==> src/rtl/v_pkg.sv <==
// v_pkg: shared types and constants for the vector load packer
package v_pkg;
   typedef enum logic [1:0] {IDLE, REQ, WAIT, WRITE} state_t;
   localparam logic [2:0] LMUL_1 = 3'b000;
   localparam logic [2:0] LMUL_2 = 3'b001;
   localparam logic [2:0] LMUL_4 = 3'b010;
   localparam int WORD_W = 32;
   localparam int VREG_W = 128;
   function automatic logic [3:0] last_beat(input logic [2:0] lmul);
      return lmul == LMUL_4 ? 4'd15 : lmul == LMUL_2 ? 4'd7 : 4'd3;
   endfunction
   function automatic logic [4:0] align_mask(input logic [2:0] lmul);
      return lmul == LMUL_4 ? 5'd3 : lmul == LMUL_2 ? 5'd1 : 5'd0;
   endfunction
endpackage

==> src/rtl/v_load_packer_if.sv <==
// v_load_packer_if: command, status, memory and regfile bundle of the load packer; stride port exists only with V_LD_STRIDE_EN
interface v_load_packer_if;
   import v_pkg::*;
   logic              start;
   logic [31:0]       base_addr;
   logic [4:0]        dest_reg;
   logic [2:0]        lmul;
`ifdef V_LD_STRIDE_EN
   logic [31:0]       stride;
`endif
   logic              busy;
   logic              done;
   logic              err;
   logic              mem_rd_req;
   logic [31:0]       mem_addr;
   logic              mem_rd_valid;
   logic [WORD_W-1:0] mem_rd_data;
   logic              reg_wr_en;
   logic [4:0]        reg_wr_addr;
   logic [VREG_W-1:0] reg_wr_data;
   logic [VREG_W-1:0] reg_wr_data_2;
   logic [VREG_W-1:0] reg_wr_data_3;
   logic [VREG_W-1:0] reg_wr_data_4;
   modport slave (
      input  start, base_addr, dest_reg, lmul,
`ifdef V_LD_STRIDE_EN
             stride,
`endif
             mem_rd_valid, mem_rd_data,
      output busy, done, err, mem_rd_req, mem_addr, reg_wr_en, reg_wr_addr,
             reg_wr_data, reg_wr_data_2, reg_wr_data_3, reg_wr_data_4
   );
   modport master (
      output start, base_addr, dest_reg, lmul,
`ifdef V_LD_STRIDE_EN
             stride,
`endif
             mem_rd_valid, mem_rd_data,
      input  busy, done, err, mem_rd_req, mem_addr, reg_wr_en, reg_wr_addr,
             reg_wr_data, reg_wr_data_2, reg_wr_data_3, reg_wr_data_4
   );
endinterface

==> src/rtl/v_ld_agen.sv <==
// v_ld_agen: load address generator, steps by 4 per beat or by a latched stride when V_LD_STRIDE_EN is defined
module v_ld_agen (
   input  logic        clk,
   input  logic        nrst,
   input  logic        load,
   input  logic        step,
   input  logic [31:0] base,
`ifdef V_LD_STRIDE_EN
   input  logic [31:0] stride,
`endif
   output logic [31:0] addr
);
   logic [31:0] inc;
`ifdef V_LD_STRIDE_EN
   // stride is captured together with the base address of an accepted command
   always_ff @(posedge clk)
      if (!nrst) inc <= '0;
      else if (load) inc <= stride;
`else
   assign inc = 32'd4;
`endif
   // current word address; plain 32-bit addition gives the modulo-2^32 wrap
   always_ff @(posedge clk)
      if (!nrst) addr <= '0;
      else if (load) addr <= base;
      else if (step) addr <= addr + inc;
endmodule

==> src/rtl/v_load_packer.sv <==
// v_load_packer: fetches 4/8/16 words one read at a time and packs them into 1/2/4 vector registers; V_LD_STRIDE_EN adds a stride input
module v_load_packer
   import v_pkg::*;
(
   input logic           clk,
   input logic           nrst,
   v_load_packer_if.slave bus
);
   state_t                 state;
   logic [3:0]             cnt;
   logic [3:0]             last;
   logic [4:0]             dest;
   logic [3:0][VREG_W-1:0] vbuf;
   logic                   busy;
   logic                   done;
   logic                   err;
   logic                   rd_req;
   logic                   wr_en;
   logic                   accept;
   logic                   step;
   logic [31:0]            addr;
   assign accept = state == IDLE && bus.start && (bus.dest_reg & align_mask(bus.lmul)) == 5'd0;
   assign step   = state == WAIT && bus.mem_rd_valid;
   v_ld_agen u_agen (
      .clk   (clk),
      .nrst  (nrst),
      .load  (accept),
      .step  (step),
      .base  (bus.base_addr),
`ifdef V_LD_STRIDE_EN
      .stride(bus.stride),
`endif
      .addr  (addr)
   );
   assign bus.busy          = busy;
   assign bus.done          = done;
   assign bus.err           = err;
   assign bus.mem_rd_req    = rd_req;
   assign bus.mem_addr      = addr;
   assign bus.reg_wr_en     = wr_en;
   assign bus.reg_wr_addr   = dest;
   assign bus.reg_wr_data   = vbuf[0];
   assign bus.reg_wr_data_2 = vbuf[1];
   assign bus.reg_wr_data_3 = vbuf[2];
   assign bus.reg_wr_data_4 = vbuf[3];
   // command FSM: one outstanding read per beat, pulses registered one state ahead
   always_ff @(posedge clk) begin
      if (!nrst) begin
         state  <= IDLE;
         cnt    <= '0;
         last   <= '0;
         dest   <= '0;
         vbuf   <= '0;
         busy   <= 1'b0;
         done   <= 1'b0;
         err    <= 1'b0;
         rd_req <= 1'b0;
         wr_en  <= 1'b0;
      end else begin
         done   <= 1'b0;
         err    <= 1'b0;
         rd_req <= 1'b0;
         wr_en  <= 1'b0;
         case (state)
            IDLE:
               if (bus.start) begin
                  if (accept) begin
                     state  <= REQ;
                     busy   <= 1'b1;
                     rd_req <= 1'b1;
                     cnt    <= '0;
                     last   <= last_beat(bus.lmul);
                     dest   <= bus.dest_reg;
                     vbuf   <= '0;
                  end else begin
                     err <= 1'b1;
                  end
               end
            REQ: state <= WAIT;
            WAIT:
               if (bus.mem_rd_valid) begin
                  vbuf[cnt[3:2]][{cnt[1:0], 5'd0} +: WORD_W] <= bus.mem_rd_data;
                  cnt <= cnt + 4'd1;
                  if (cnt == last) begin
                     state <= WRITE;
                     wr_en <= 1'b1;
                     done  <= 1'b1;
                  end else begin
                     state  <= REQ;
                     rd_req <= 1'b1;
                  end
               end
            WRITE: begin
               state <= IDLE;
               busy  <= 1'b0;
            end
         endcase
      end
   end
endmodule

==> src/flat_wrapper.sv <==
// flat-port wrapper written by rule: the top's interface ports become plain ports
module v_load_packer_flat import v_pkg::*;
  (clk, nrst, bus_start, bus_base_addr, bus_dest_reg, bus_lmul, bus_mem_rd_valid, bus_mem_rd_data, bus_busy, bus_done, bus_err, bus_mem_rd_req, bus_mem_addr, bus_reg_wr_en, bus_reg_wr_addr, bus_reg_wr_data, bus_reg_wr_data_2, bus_reg_wr_data_3, bus_reg_wr_data_4);
  v_load_packer_if bus_i ();
  input logic clk;
  input logic nrst;
  input wire logic [$bits(bus_i.start)-1:0] bus_start;
  input wire logic [$bits(bus_i.base_addr)-1:0] bus_base_addr;
  input wire logic [$bits(bus_i.dest_reg)-1:0] bus_dest_reg;
  input wire logic [$bits(bus_i.lmul)-1:0] bus_lmul;
  input wire logic [$bits(bus_i.mem_rd_valid)-1:0] bus_mem_rd_valid;
  input wire logic [$bits(bus_i.mem_rd_data)-1:0] bus_mem_rd_data;
  output wire logic [$bits(bus_i.busy)-1:0] bus_busy;
  output wire logic [$bits(bus_i.done)-1:0] bus_done;
  output wire logic [$bits(bus_i.err)-1:0] bus_err;
  output wire logic [$bits(bus_i.mem_rd_req)-1:0] bus_mem_rd_req;
  output wire logic [$bits(bus_i.mem_addr)-1:0] bus_mem_addr;
  output wire logic [$bits(bus_i.reg_wr_en)-1:0] bus_reg_wr_en;
  output wire logic [$bits(bus_i.reg_wr_addr)-1:0] bus_reg_wr_addr;
  output wire logic [$bits(bus_i.reg_wr_data)-1:0] bus_reg_wr_data;
  output wire logic [$bits(bus_i.reg_wr_data_2)-1:0] bus_reg_wr_data_2;
  output wire logic [$bits(bus_i.reg_wr_data_3)-1:0] bus_reg_wr_data_3;
  output wire logic [$bits(bus_i.reg_wr_data_4)-1:0] bus_reg_wr_data_4;
  assign bus_i.start = bus_start;
  assign bus_i.base_addr = bus_base_addr;
  assign bus_i.dest_reg = bus_dest_reg;
  assign bus_i.lmul = bus_lmul;
  assign bus_i.mem_rd_valid = bus_mem_rd_valid;
  assign bus_i.mem_rd_data = bus_mem_rd_data;
  assign bus_busy = bus_i.busy;
  assign bus_done = bus_i.done;
  assign bus_err = bus_i.err;
  assign bus_mem_rd_req = bus_i.mem_rd_req;
  assign bus_mem_addr = bus_i.mem_addr;
  assign bus_reg_wr_en = bus_i.reg_wr_en;
  assign bus_reg_wr_addr = bus_i.reg_wr_addr;
  assign bus_reg_wr_data = bus_i.reg_wr_data;
  assign bus_reg_wr_data_2 = bus_i.reg_wr_data_2;
  assign bus_reg_wr_data_3 = bus_i.reg_wr_data_3;
  assign bus_reg_wr_data_4 = bus_i.reg_wr_data_4;
  v_load_packer u_core (.clk(clk), .nrst(nrst), .bus(bus_i));
endmodule
==> config.mk <==
export PLATFORM = sky130hd
export DESIGN_NAME = v_load_packer_flat
export DESIGN_NICKNAME = d
export VERILOG_FILES = /design/src/rtl/v_pkg.sv /design/src/rtl/v_load_packer_if.sv /design/src/rtl/v_ld_agen.sv /design/src/rtl/v_load_packer.sv /design/src/flat_wrapper.sv
export SDC_FILE = /design/constraint.sdc
export NUM_CORES = 1
export LEC_CHECK = 0
export CAP_MARGIN = 20
export CORE_AREA = 2 2 245 247
export CTS_CLUSTER_DIAMETER = 100
export CTS_CLUSTER_SIZE = 14
export DETAILED_ROUTE_END_ITERATION = 7
export DIE_AREA = 0 0 247 249
export PLACE_DENSITY = 0.73
export SYNTH_ARGS = -nofsm -noshare
export SYNTH_HDL_FRONTEND = slang
export SYNTH_SLANG_ARGS = --single-unit
export TNS_END_PERCENT = 100
==> constraint.sdc <==
create_clock -name clk -period 2.5 [get_ports clk]
set_input_delay 0.5 -clock clk [delete_from_list [all_inputs] [get_ports clk]]
set_output_delay 0.5 -clock clk [all_outputs]
set_load 0.02 [all_outputs]
==> impl_metrics.tcl <==
set metrics [dict create \
    status "complete, no violations" \
    dieArea_mm2 0.0615 \
    synth_nets 1738 \
    synth.most_common_cell "dfxtp_1" \
    finalSetupViolCount 0 \
    num_rows 89 \
    pin_count 630 \
    r2r_slack_ns 0.08 \
    netlist_area_mm2 0.0188 \
    finalHoldViolCount 0 \
    clockBufferDepth 3 \
    p_leak_uw 0.0100 \
    drt_wl_total_um 80200 \
    yosysTopAreaCellShare_pct 59.7 \
    drt_iter0_markers 1240 \
    ys_seq_area_share_pct 59.7 \
    synth_seq_cells 562 \
    cap_viol_max_count 0 \
    async_reset_ff_share_pct 0 \
    synth_area_leaders "dfxtp_1, o2bb2ai_1, a22o_1" \
    worstSetupStartpointType "input port" \
    vdd_drop_max_mv 0.422 \
    synth_warnings 0 \
    worst_pin_slew_ns 1.08 \
    arrival_ns 2.90 \
    final_area_mm2 0.0285 \
    synthFlopType "dfxtp_1" \
    hpwlAfterDp_um 57900 \
    synth_edf_count 0 \
    ys_types 71 \
    crit_fanout 22 \
    period_needed_ns 2.43 \
    fin_worst_skew_ns 0.0210 \
    p_per_area_mw_per_mm2 618 \
    cts_tree "built" \
    slew_headroom_pct 27.5 \
    antenna_left 0 \
    wl_per_cell_um 25.9 \
    required_ns 2.97 \
    syn_to_final_growth_pct 51.1 \
    fmax_ghz 0.411 \
    die_width_um 247 \
    vias_per_cell 5.54 \
    num_vias 17156 \
    drive_gt1_share_pct 10.4 \
    yosysTopAreaCell "dfxtp_1" \
    first_pass_iters 7 \
    cts-root-buf "clkbuf_16" \
    insertedDiodeCount 0 \
    drv_slew 0 \
    fin_nets 2403 \
    cts.clk_slew.worst_paths_ns 0.07 \
    clock-sinks 562 \
    clk_latency_ns 0.61 \
    crit_path_end_kind "flip-flop" \
    start_util_pct 32.1 \
    final.period_utilization_pct 97.3 \
    grt_pass1_wl_um 115000 \
    htreeDepth 2 \
    hold_path.class "flip-flop to flip-flop" \
    numCtsBuffers 46 \
    grt.overflow.total 0 \
    yosys-top-cells-count "dfxtp_1, o2bb2ai_1, a22o_1" \
    placed_area_mm2 0.0272 \
    antenna_found_initial 1 \
    fin_util_pct 48.5 \
    gp_congestion 0.910 \
    fin_total_pwr_uw 17600 \
    die_h_um 249 \
    drc_errors 0 \
    portBuffers 629 \
    critPathKind "input port to flip-flop" \
    syn_area_per_cell_um2 11.4 \
    grt_pass1_vias 16931 \
    coreArea_mm2 0.0587 \
    synth_cells 1655 \
    grt_max_degree 47 \
    grt_util_all_layers_pct 24.9 \
]
[kinds of logic after synthesis]
family	share of synthesized area, %
compound gates	27.4
flops	59.7
simple gates	7.61
buf+inv	3.84
xor+xnor	0.784
fa+ha+maj	0.465
mux	0.173
[where the power goes]
| part | total [uW] | leakage, uW | internal (uW) | switching [uW] |
|---|---|---|---|---|
| Sequential | 9120 | 0.00453 | 9020 | 96.3 |
| Clock | 6690 | 0.000611 | 3440 | 3250 |
| Combinational | 1780 | 0.00489 | 661 | 1110 |
| Total | 17600 | 0.0100 | 13100 | 4460 |
[metrics by stage]
step                setup TNS, ns  instances  hold slack, ns  setup WS [ns]
floorplan                       0       1655           0.456          0.118
global placement          -142.88       3043           0.442         -0.360
detailed placement        -147.31       3043           0.445         -0.393
CTS                             0       3095           0.438         0.0121
global route            -0.000662       3097           0.473      -0.000662
finish                          0       3097           0.459         0.0684
[path summary, 6_finish.rpt]
check	startpoint	cells after the start	endpoint
worst min register to register	u_core.bus.reg_wr_addr[3]	2	u_core.bus.reg_wr_addr[3]
worst max register to register	u_core.state[1]	7	u_core.bus.reg_wr_data_2[67]
worst max-delay path	bus_lmul[0]	9	u_core.bus.reg_wr_data_2[67]
worst min-delay path	u_core.bus.reg_wr_addr[3]	2	u_core.bus.reg_wr_addr[3]
[metal layers]
layer  part of all wire [%]  global-route usage (%)
met5                      0                       0
met4                    4.5                    10.8
met3                    9.1                    6.11
met2                     46                    39.8
met1                     41                    31.8
[flip-flops by register name, indices dropped and copies added (netlist names)]
name / flops
u_core.bus.busy: 1
u_core.bus.done: 1
u_core.bus.err: 1
u_core.bus.mem_rd_req: 1
u_core.bus.reg_wr_addr: 5
u_core.bus.reg_wr_data: 128
u_core.bus.reg_wr_data_2: 128
u_core.bus.reg_wr_data_3: 128
u_core.bus.reg_wr_data_4: 128
u_core.cnt: 4
u_core.last: 3
u_core.state: 2
u_core.u_agen.addr: 32
[critical path, cell delays in order]
cell	delay, ns
clkdlybuf4s50_1	0.43
buf_4	0.16
xor2_2	0.17
a211o_1	0.34
a21oi_4	0.42
buf_4	0.33
a21oi_4	0.11
buf_12	0.18
a22o_1	0.24
[timing repair]
| item | 4_1_cts | 5_1_grt |
|---|---|---|
| buffers inserted | 0 | 1 |
| hold buffers | 0 | 0 |
| gates resized for setup | 0 | 3 |
| setup endpoints to repair | 0 | 127 |
| hold endpoints to repair | 0 | 0 |
[cell type report]
class	instances	area (um2)
Clock buffer	47	1180
Clock inverter	5	75.1
Fill cell	5077	30200
Inverter	9	36.3
Multi-Input combinational cell	928	7080
Sequential cell	562	11300
Tap cell	773	967
Timing Repair Buffer	773	7890
[cells in the final DEF, fill, tap and decap left out, drive strengths merged, types with 5 or more instances in the layout]
master,count
nor3,15
o2bb2ai,240
nor2b,5
a211oi,9
a21oi,39
or3,5
xnor2,8
xor2,8
nor4,8
ha,7
a22oi,31
nor2,74
nand4,9
a32o,35
nand3,15
buf,145
o21ai,12
a22o,213
and4,5
nand2,120
clkbuf,47
clkdlybuf4s50,628
and3,9
inv,9
dfxtp,562
and2,7
No activity file was read; power rests on OpenSTA's default activity.
==> patch (same settings) <==
Set the package constant `WORD_W` to 64 (it was 32).
--- a/src/rtl/v_pkg.sv
+++ b/src/rtl/v_pkg.sv
@@ -4,7 +4,7 @@
    localparam logic [2:0] LMUL_1 = 3'b000;
    localparam logic [2:0] LMUL_2 = 3'b001;
    localparam logic [2:0] LMUL_4 = 3'b010;
-   localparam int WORD_W = 32;
+   localparam int WORD_W = 64;
    localparam int VREG_W = 128;
    function automatic logic [3:0] last_beat(input logic [2:0] lmul);
       return lmul == LMUL_4 ? 4'd15 : lmul == LMUL_2 ? 4'd7 : 4'd3;
Ports: changed (resized bus_mem_rd_data); port bits go from 630 to 662. The function was not compared with the original's and may differ.
==> patch against the original RTL <==
- first-iteration DRC count rose by 26%
- synthesized area rose by 9.0%
- power rose by 2.8%
- final area rose by 6.8%
- worst setup slack improved by 0.015 ns
- cell count rose by 11%
- combinational power rose by 24%
- worst hold slack got worse by 0.0044 ns
- via count rose by 14%
- die area did not move
- sequential cell count did not move
- wire length rose by 9.8%
- clock skew barely moved
- critical path type is now register to register
==> patch: results (changes against the original RTL) <==
initial antenna violation count=0 (-1); met3 wire length=8480 µm (+16%); VDD IR max=445 µV (+5.4%); Detail Placement HPWL=64,900 µm (+12%); status=completed; syn nets=2,108 (+21%); Final WS setup=0.0832 ns (+0.0148 ns); Pre-antenna DRT Iters=6 (-1); M1 WL=35,800 µm (+9.7%); CTS buffer count=47 (+2.2%); Tot GR Track Use=27.5% (+2.5 points); Detailed Route Iter0 Violations=1,563 (+26%); origin of the critical flop-to-flop path=u_core.cnt[1]; first-pass GRT wire length=129,000 µm (+12%); vias in the first global route=19,500 (+15%); Post-Place Setup Slack=-0.511 ns (-0.118 ns); crit path to=u_core.bus.reg_wr_data_4[113]; static leakage=10.5 nW (+4.2%); via/cell ratio=5.70 (+2.9%); largest net degree at the start of global routing=122 (+160%); met1 usage=35.4% (+3.5 points); share of layout cells above drive strength 1=10.2% (-0.13 points); Port Buffer Count=661 (+5.1%); Routed wire per std cell=25.6 µm (-1.1%); Slew headroom=24.4% (-3.1 points); routing usage on met2=44.4% (+4.6 points); crit path DAT=2.95 ns (+0.05 ns); Fin Clk Skew=0.0214 ns (+0.000367 ns); Setup CP Type=register to register; global placer's final weighted congestion=0.905 (-0.63%); Non-Filler Instances=3,438 (+11%); met2 wire len=40,900 µm (+11%); synth unique cells=58 (-18%); most instantiated cells after synthesis=dfxtp_1 (562), nand2_1 (204), a22o_1 (203), o2bb2ai_1 (196), clkbuf_1 (129); Top delay family on crit path=simple AND/OR/NAND/NOR gates
patch: how the worst min path moves through the flow:
stage | cells after the start | startpoint | end
finish | 2 | u_core.bus.reg_wr_addr[4] | u_core.bus.reg_wr_addr[4]
global route | 3 | bus_base_addr[0] | u_core.u_agen.addr[0]
CTS | 3 | bus_base_addr[0] | u_core.u_agen.addr[0]
detailed placement | 1 | u_core.bus.reg_wr_data_4[20] | u_core.bus.reg_wr_data_4[20]
global placement | 2 | u_core.u_agen.addr[1] | u_core.u_agen.addr[1]
floorplan | 2 | u_core.last[1] | u_core.last[1]
patch: what timing repair did:
item	in CTS	in global routing
resized for setup	0	2
hold buffers	0	0
setup buffers	0	0
setup endpoints to repair	0	8
patch: power breakdown:
part / internal [mW] / switching (mW) / leakage (nW) / total [mW]
logic: 0.821 / 1.38 / 5.31 / 2.20
clock network: 3.42 / 3.32 / 0.617 / 6.74
registers: 9.04 / 0.0998 / 4.53 / 9.14
patch: layout make-up:
class / instances / share of cell area [%]
clock buffer: 48 / 3.95
clock inverter: 7 / 0.202
inverter: 7 / 0.0864
multi-input combinational: 1240 / 28.8
sequential: 562 / 37.0
tap: 773 / 3.18
timing repair buffer: 801 / 26.8
patch: logic make-up after synthesis:
group           share of synthesized area, %
buf+inv                                 3.93
simple gates                            12.1
flops                                   54.8
mux                                     3.12
compound gates                          25.0
fa+ha+maj                              0.365
xor+xnor                               0.767
patch: metrics by stage:
stage                     hold WS (ns)  TNS [ns]  power, mW
after CTS                        0.437         0       18.1
final                            0.455         0       18.1
after global routing             0.461  -0.00345       18.6
after floorplan                  0.455    -0.594       10.3
after detailed placement         0.445   -165.64       11.5
after global placement           0.442   -139.16       11.5
